## src/rtl/bcd_counter_pkg.sv

```systemverilog
// Shared constants and digit arithmetic for the cascaded modulo counter.
// Digits are always 4 bits wide; the modulus per digit is a parameter (2..16).
package bcd_counter_pkg;

    localparam int DIGIT_W = 4;

    // Largest legal digit value for a given modulus.
    function automatic logic [DIGIT_W-1:0] digit_max(input int radix);
        return DIGIT_W'(radix - 1);
    endfunction

    // One up or down step with wrap. Out-of-range inputs fold to a legal value
    // so a digit can never leave 0..radix-1 even if upset.
    function automatic logic [DIGIT_W-1:0] digit_next(
        input logic [DIGIT_W-1:0] value,
        input logic               up,
        input int                 radix
    );
        logic [DIGIT_W-1:0] max_v;
        max_v = digit_max(radix);
        if (up) begin
            return (value >= max_v) ? '0 : value + DIGIT_W'(1);
        end
        return ((value == '0) || (value > max_v)) ? max_v : value - DIGIT_W'(1);
    endfunction

    function automatic logic [DIGIT_W-1:0] clamp_digit(
        input logic [DIGIT_W-1:0] value,
        input int                 radix
    );
        logic [DIGIT_W-1:0] max_v;
        max_v = digit_max(radix);
        return (value > max_v) ? max_v : value;
    endfunction

endpackage

```

## src/rtl/bcd_counter_chain_digit.sv

```systemverilog
// One 4-bit modulo-RADIX digit: clear, clamped load, and a single up/down step
// when step_en is high. tc flags the terminal value for the current direction.
module bcd_digit
    import bcd_counter_pkg::*;
#(
    parameter int RADIX = 10
) (
    input  logic               clk,
    input  logic               rst_n,
    input  logic               step_en,
    input  logic               up_dn,
    input  logic               clr,
    input  logic               load,
    input  logic [DIGIT_W-1:0] load_nibble,
    output logic [DIGIT_W-1:0] value,
    output logic               tc
);

    localparam logic [DIGIT_W-1:0] MAX_V = digit_max(RADIX);

    logic [DIGIT_W-1:0] r_value;
    logic [DIGIT_W-1:0] w_terminal;

    always_ff @(posedge clk or negedge rst_n) begin
        if (!rst_n) begin
            r_value <= '0;
        end else if (clr) begin
            r_value <= '0;
        end else if (load) begin
            r_value <= clamp_digit(load_nibble, RADIX);
        end else if (step_en) begin
            r_value <= digit_next(r_value, up_dn, RADIX);
        end
    end

    assign w_terminal = up_dn ? MAX_V : '0;
    assign value      = r_value;
    assign tc         = (r_value == w_terminal);

endmodule

```

## src/rtl/bcd_counter_chain.sv

```systemverilog
// Multi-digit modulo counter with up/down, clear, load and a zero-latency chain
// carry. Define BCD_COUNTER_SAT_EN to saturate at the limit instead of wrapping.
module bcd_counter_chain
    import bcd_counter_pkg::*;
#(
    parameter int DIGITS = 4,
    parameter int RADIX  = 10
) (
    input  logic                      clk,
    input  logic                      rst_n,
    input  logic                      en,
    input  logic                      up_dn,
    input  logic                      clr,
    input  logic                      load,
    input  logic [DIGIT_W*DIGITS-1:0] load_val,
    output logic [DIGIT_W*DIGITS-1:0] cnt,
    output logic [DIGITS-1:0]         digit_tc,
    output logic                      carry_out
);

    // w_chain[k] is high when en is high and every digit below k is terminal,
    // i.e. digit k is due to step this cycle.
    logic [DIGITS:0]   w_chain;
    logic [DIGITS-1:0] w_tc;
    logic [DIGITS-1:0] w_step;

    assign w_chain[0] = en;

    genvar k;
    generate
        for (k = 0; k < DIGITS; k++) begin : g_digit
            assign w_chain[k+1] = w_chain[k] & w_tc[k];

            bcd_digit #(
                .RADIX(RADIX)
            ) u_digit (
                .clk        (clk),
                .rst_n      (rst_n),
                .step_en    (w_step[k]),
                .up_dn      (up_dn),
                .clr        (clr),
                .load       (load),
                .load_nibble(load_val[DIGIT_W*k +: DIGIT_W]),
                .value      (cnt[DIGIT_W*k +: DIGIT_W]),
                .tc         (w_tc[k])
            );
        end
    endgenerate

`ifdef BCD_COUNTER_SAT_EN
    // At the limit every digit is terminal; freeze the whole chain there.
    logic w_all_tc;
    assign w_all_tc = &w_tc;
    assign w_step   = w_chain[DIGITS-1:0] & {DIGITS{~w_all_tc}};
`else
    assign w_step   = w_chain[DIGITS-1:0];
`endif

    assign digit_tc  = w_tc;
    assign carry_out = w_chain[DIGITS] & ~clr & ~load;

endmodule

```

## config.mk

```make
export PLATFORM = sky130hd
export DESIGN_NAME = bcd_counter_chain
export DESIGN_NICKNAME = d
export VERILOG_FILES = /design/src/rtl/bcd_counter_pkg.sv /design/src/rtl/bcd_counter_chain_digit.sv /design/src/rtl/bcd_counter_chain.sv
export SDC_FILE = /design/constraint.sdc
export NUM_CORES = 1
export LEC_CHECK = 0
export ABC_CLOCK_PERIOD_IN_PS = 3710
export CAP_MARGIN = 25
export CORE_ASPECT_RATIO = 0.5
export CORE_MARGIN = 2
export CORE_UTILIZATION = 45
export DETAILED_ROUTE_END_ITERATION = 8
export GPL_TIMING_DRIVEN = 0
export PLACE_DENSITY = 0.72
export RECOVER_POWER = 100
export REMOVE_ABC_BUFFERS = 1
export SETUP_SLACK_MARGIN = 0.5
export SLEW_MARGIN = 20
export SYNTH_ARGS = -nofsm -noshare
export SYNTH_HDL_FRONTEND = slang
export SYNTH_HIERARCHICAL = 1
export SYNTH_SLANG_ARGS = --single-unit
```

## constraint.sdc

```tcl
create_clock -name clk -period 3.71 [get_ports clk]
set_input_delay 0.5565 -clock clk [delete_from_list [all_inputs] [get_ports clk]]
set_output_delay 0.5565 -clock clk [all_outputs]
set_load 0.02 [all_outputs]
```

## Word level (Yosys, flattened, before mapping)

Index checks and enable logic that the tools add are counted.

| storage, ports and cells | value |
|---|---|
| register bits | 16 |
| output and inout bits | 21 |

| operators by class | value |
|---|---|
| add/sub/neg operators | 8 |
| order comparisons | 12 |
| eq/ne operators | 4 |
| multiplexer cells | 46 |
| bitwise logic cells | 8 |
| reductions and logical operators | 12 |

Operators by type and width:

| kind | count |
|---|---|
| $mux W4 | 33 |
| $gt A4 B4 Y1 const B | 8 |
| $add A4 B1 Y4 const B | 4 |
| $eq A4 B4 Y1 | 4 |
| $ge A4 B4 Y1 const B | 4 |
| $logic_not A4 Y1 | 4 |
| $sub A4 B1 Y4 const B | 4 |
| $mux W1 | 13 |
| $reduce_bool A3 Y1 | 4 |
| $and A1 B1 Y1 | 6 |
| $logic_or A1 B1 Y1 | 4 |
| $not A1 Y1 | 2 |

## Longest topological paths before layout

| depth | value |
|---|---|
| word-level depth | 12 |
| depth in mapped cells | 8 |
| depth with buffers taken out | 7 |

## Hierarchy

Netlist, hierarchy kept.

By module, submodules not included:

| module | times used | cells each | area each (µm²) | seq. area each (µm²) |
|---|---|---|---|---|
| bcd_digit at g_digit[0].u_digit ... | 3 | 58 | 493.0 | 100.1 |
| bcd_digit at g_digit[3].u_digit | 1 | 59 | 465.4 | 100.1 |
| bcd_counter_chain | 1 | 5 | 31.3 | 0.0 |

## Worst setup path before layout

Ideal clock, no wire load.

| timing path | value |
|---|---|
| path kind | in2out |
| start point | in up_dn |
| end point | out carry_out |
| arrival | 2.397 ns |
| path slack | 0.757 ns |
| stages on the path | 5 |
| buffers on the path | 1 |
| cells stage by stage | buf_2 -> or3_1 -> a211oi_1 -> and4_1 -> and3_1 |

| between the ends | value |
|---|---|
| word-level cells in the longest chain between the ends | 8 |
| elaborated cells on any way between the ends | 11 |
| those cells by class | 4 x eq/ne; 1 x mux; 6 x bitwise |

Ends and longest elaborated chain:

| item | line | source |
|---|---|---|
| start: declaration | bcd_counter_chain.sv:12 | `input logic up_dn,` |
| $mux W4 | bcd_counter_chain_digit.sv:36 | `assign w_terminal = up_dn ? MAX_V : '0;` |
| $eq A4 B4 Y1 | bcd_counter_chain_digit.sv:38 | `assign tc = (r_value == w_terminal);` |
| net digit_tc[0] | bcd_counter_chain.sv:17 | `output logic [DIGITS-1:0] digit_tc,` |
| $and A1 B1 Y1 (3 in series) | bcd_counter_chain.sv:32 | `assign w_chain[k+1] = w_chain[k] & w_tc[k];` |
| net w_chain[3] | bcd_counter_chain.sv:23 | `logic [DIGITS:0] w_chain;` |
| $and A1 B1 Y1 | bcd_counter_chain.sv:32 |  |
| $and A1 B1 Y1 (2 in series) | bcd_counter_chain.sv:60 | `assign carry_out = w_chain[DIGITS] & ~clr & ~load;` |
| end: declaration | bcd_counter_chain.sv:18 | `output logic carry_out` |

The timed path passes the listed nets, and every way through them passes these cells.

## Final worst setup path

| timing path | value |
|---|---|
| start point | in up_dn |
| end point | out carry_out |

| between the ends | value |
|---|---|
| word-level cells in the longest chain between the ends | 8 |
| elaborated cells on any way between the ends | 11 |
| those cells by class | 4 x eq/ne; 1 x mux; 6 x bitwise |

Ends and longest elaborated chain:

| item | line |
|---|---|
| $mux W4 (*) | bcd_counter_chain_digit.sv:36 |
| $eq A4 B4 Y1 | bcd_counter_chain_digit.sv:38 |
| $and A1 B1 Y1 (2 in series) | bcd_counter_chain.sv:32 |
| $and A1 B1 Y1 (*) | bcd_counter_chain.sv:32 |
| net w_chain[3] | bcd_counter_chain.sv:23 |
| $and A1 B1 Y1 (*) | bcd_counter_chain.sv:32 |
| $and A1 B1 Y1 (*) (2 in series) | bcd_counter_chain.sv:60 |

Mark *: on every way through the listed nets, which the timed path passes. The rest lies on a longest branch.

==> out/qor.json <==
{
  "critPathMaxFanout": {"value": 47},
  "timing_worst_setup_path_type": {"value": "in -> out"},
  "globalplace.congestion": {"value": 0.886},
  "clk_path_buf_depth": {"value": 2},
  "netlist.area_leader.share": {"value": 0.203},
  "dieWidth": {"value": 97.7, "unit": "um"},
  "initial_detailed_routing_violation_count": {"value": 85},
  "grt_max_degree": {"value": 48},
  "critical_path.endpoint_type": {"value": "output port"},
  "route.detailed.drc": {"value": 0},
  "maxCapViolations": {"value": 0},
  "cts.sinks": {"value": 16},
  "synthCells": {"value": 238},
  "synth_compound_gate_area_share": {"value": 0.307},
  "critPathRequiredTime": {"value": 3.15, "unit": "ns"},
  "grt-ovfl-total": {"value": 0},
  "synthSimpleGateAreaFrac": {"value": 0.245},
  "fmaxAchievable": {"value": 0.332, "unit": "GHz"},
  "post_cts.repair.setup_buffers": {"value": 0},
  "worstSkewPairLatency": {"value": 0.25, "unit": "ns"},
  "worstRegToRegCells": {"value": 7},
  "synth.yosys.seq_area_share": {"value": 0.203},
  "final_min_period_over_clock_period": {"value": 0.812},
  "route.detailed.wl_per_inst": {"value": 15.2, "unit": "um"},
  "place_hpwl": {"value": 3630, "unit": "um"},
  "setup_viol": {"value": 0},
  "irDropWorstVdd": {"value": 0.124, "unit": "mV"},
  "first_global_vias": {"value": 1758},
  "finalWirelength": {"value": 4890, "unit": "um"},
  "worst_setup_path_startpoint": {"value": "up_dn"},
  "power.density": {"value": 266, "unit": "mW/mm2"},
  "placed_cells": {"value": 318},
  "regToRegSetupSlack": {"value": 1.08, "unit": "ns"},
  "mostFrequentLayoutCell": {"value": "sky130_fd_sc_hd__inv_1"},
  "power_leakage": {"value": 0.000984, "unit": "uW"},
  "tritoncts": {"value": "built"},
  "final_critical_path_setup_slack": {"value": 0.696, "unit": "ns"},
  "total_global_route_track_usage": {"value": 0.198},
  "ioPinCount": {"value": 43},
  "total_power": {"value": 638, "unit": "uW"},
  "clock-skew-final": {"value": 0.00289, "unit": "ns"},
  "totalNegativeSetupSlack": {"value": 0, "unit": "ns"},
  "reg_to_reg_critical_path_endpoint": {"value": "g_digit[3].u_digit/value[3]"},
  "cp-endpoint": {"value": "carry_out"},
  "vias": {"value": 1942},
  "via_per_inst": {"value": 6.03},
  "buffer_ports.inserted": {"value": 42},
  "worst_hold_slack": {"value": 0.788, "unit": "ns"},
  "die_height": {"value": 50.9, "unit": "um"},
  "start_util": {"value": 0.486},
  "post_synth_xor_area_fraction": {"value": 0.0266},
  "avgSynthCellArea": {"value": 8.30, "unit": "um2"},
  "yosys_most_used_dff": {"value": "sky130_fd_sc_hd__dfrtp_1"},
  "num-fill-cells": {"value": 375},
  "rows": {"value": 16},
  "detailedPlace.worstSlack": {"value": 0.139, "unit": "ns"},
  "layout-area-overhead-vs-synth": {"value": 21.3, "unit": "%"},
  "num-nets-final": {"value": 307},
  "post_synth_instance_area": {"value": 0.00198, "unit": "mm2"},
  "post_synth_main_area_contributors": {"value": "sky130_fd_sc_hd__dfrtp_1 20%, sky130_fd_sc_hd__ha_1 10%, sky130_fd_sc_hd__inv_1 4.7%"},
  "postSynthRegisterBits": {"value": 16},
  "worst_hold_path_type": {"value": "reg -> reg"},
  "run_status": {"value": "finished, final reports clean"},
  "final_cell_mix": {"value": "25 x sky130_fd_sc_hd__inv_1, 22 x sky130_fd_sc_hd__dlygate4sd3_1, 17 x sky130_fd_sc_hd__clkdlybuf4s50_1"},
  "timing.rr.start": {"value": "g_digit[0].u_digit/value[0]"},
  "final_antenna_net_count": {"value": 0},
  "grt_setup_unrepaired": {"value": "no"},
  "dr.pass1.iters": {"value": 4},
  "largest_register_ffs": {"value": 16},
  "grt_first_pass_wirelength": {"value": 8160, "unit": "um"},
  "cts_root_buffer": {"value": "sky130_fd_sc_hd__clkbuf_8"},
  "die_area": {"value": 0.00497, "unit": "mm2"},
  "cp-start-kind": {"value": "primary input"},
  "grt_antenna_before_repair": {"value": 0},
  "ctsHtreeMaxLevel": {"value": 1},
  "num_antenna_cells": {"value": 0},
  "critical_path_arrival": {"value": 2.46, "unit": "ns"},
  "worst_max_slew_pin_slew": {"value": 0.907, "unit": "ns"},
  "floorplan.core_area": {"value": 0.00406, "unit": "mm2"},
  "report.final.hold_viol_count": {"value": 0},
  "timing_max_transition_violations_final": {"value": 0},
  "clk_pin_slew": {"value": 0.06, "unit": "ns"},
  "yosys_warnings": {"value": 6},
  "post_synth_mux_area_share": {"value": 0.0152},
  "period_needed": {"value": 3.01, "unit": "ns"},
  "relSlewSlack": {"value": 0.393},
  "synth-edff-count": {"value": 0},
  "synth_top_family_by_area": {"value": "compound AO/OA/AOI/OAI gates"},
  "cts_made_buffers": {"value": 3},
  "synth_adder_area_share": {"value": 0.101},
  "final_layout_size_suffix_gt1_frac": {"value": 0.0933},
  "yosys.area.top_type": {"value": "sky130_fd_sc_hd__dfrtp_1"},
  "ys_types": {"value": 47},
  "synth_async_sr_flop_share": {"value": 1.00},
  "stdcell_count": {"value": 322}
}
-- where the power goes --
part | internal [uW] | total, uW | switching, uW | leakage, uW
combinational | 123 | 259 | 136 | 0.000743
clock | 94.3 | 158 | 63.7 | 0.0000288
sequential | 186 | 221 | 35.1 | 0.000212
total | 402 | 638 | 235 | 0.000984
-- metrics by stage --
| step | util | area [um2] |
|---|---|---|
| 3_3_place_gp | 0.579 | 2350 |
| 2_1_floorplan | - | 1870 |
| 4_1_cts | 0.595 | 2420 |
| 5_1_grt | 0.590 | 2400 |
| 3_5_place_dp | 0.577 | 2340 |
| 6_report | 0.590 | 2400 |
-- what timing repair did --
action,in CTS,in global routing
endpoints found under the hold margin,0,0
hold buffers,0,0
setup endpoints to repair,1,1
pin swaps,0,0
gates resized for setup,6,3
-- cell usage after synthesis (7+ instances only) --
cell	number
sky130_fd_sc_hd__a21oi_1	11
sky130_fd_sc_hd__a31oi_1	9
sky130_fd_sc_hd__dfrtp_1	16
sky130_fd_sc_hd__ha_1	16
sky130_fd_sc_hd__inv_1	25
sky130_fd_sc_hd__nand2_1	10
sky130_fd_sc_hd__nand3_1	9
sky130_fd_sc_hd__nor2_1	11
sky130_fd_sc_hd__nor3_1	7
sky130_fd_sc_hd__o21ai_0	10
-- cell families (layout without fill, tap and decap cells) --
family,count (synthesis),after routing
AOI/OAI and AO/OA,82,82
and+or+nand+nor,74,74
adders and majority gates,16,16
buffers and inverters,41,71
xor gates and xnor gates,6,6
muxes,3,3
DFF,16,16
-- routing by layer --
layer / share of wire / global-route usage / vias up
li1: - / - / 950
met1: 0.47 / 0.268 / 945
met2: 0.48 / 0.345 / 44
met3: 0.045 / 0.0287 / 3
met4: 0.0039 / 0.0370 / 0
met5: 0 / 0 / -
-- worst min path at each step --
stage	from	to	slack (ns)	cells past startpoint
finish	g_digit[0].u_digit/value[3]	g_digit[0].u_digit/value[2]	0.79	2
global route	g_digit[0].u_digit/value[3]	g_digit[0].u_digit/value[2]	0.83	2
CTS	rst_n	g_digit[1].u_digit/value[2]	0.77	1
detailed placement	g_digit[0].u_digit/value[0]	g_digit[0].u_digit/value[0]	0.78	1
global placement	g_digit[3].u_digit/value[1]	g_digit[3].u_digit/value[1]	0.77	3
floorplan	rst_n	g_digit[0].u_digit/value[0]	0.26	0
-- worst max-delay path: stages --
cell	delay, ns
sky130_fd_sc_hd__buf_4	0.25
sky130_fd_sc_hd__or3_1	0.35
sky130_fd_sc_hd__a211oi_1	0.42
sky130_fd_sc_hd__and4_1	0.42
sky130_fd_sc_hd__and3_1	0.21
sky130_fd_sc_hd__clkbuf_1	0.23
-- final cells by class --
cell class | instances | area, um2 | area share
tap | 54 | 67.6 | 0.0282
timing repair buffer | 42 | 407 | 0.170
sequential | 16 | 402 | 0.168
clock buffer | 4 | 55.1 | 0.0230
multi-input combinational | 181 | 1370 | 0.572
inverter | 25 | 93.8 | 0.0392
Power figures use the tool's default switching activity.
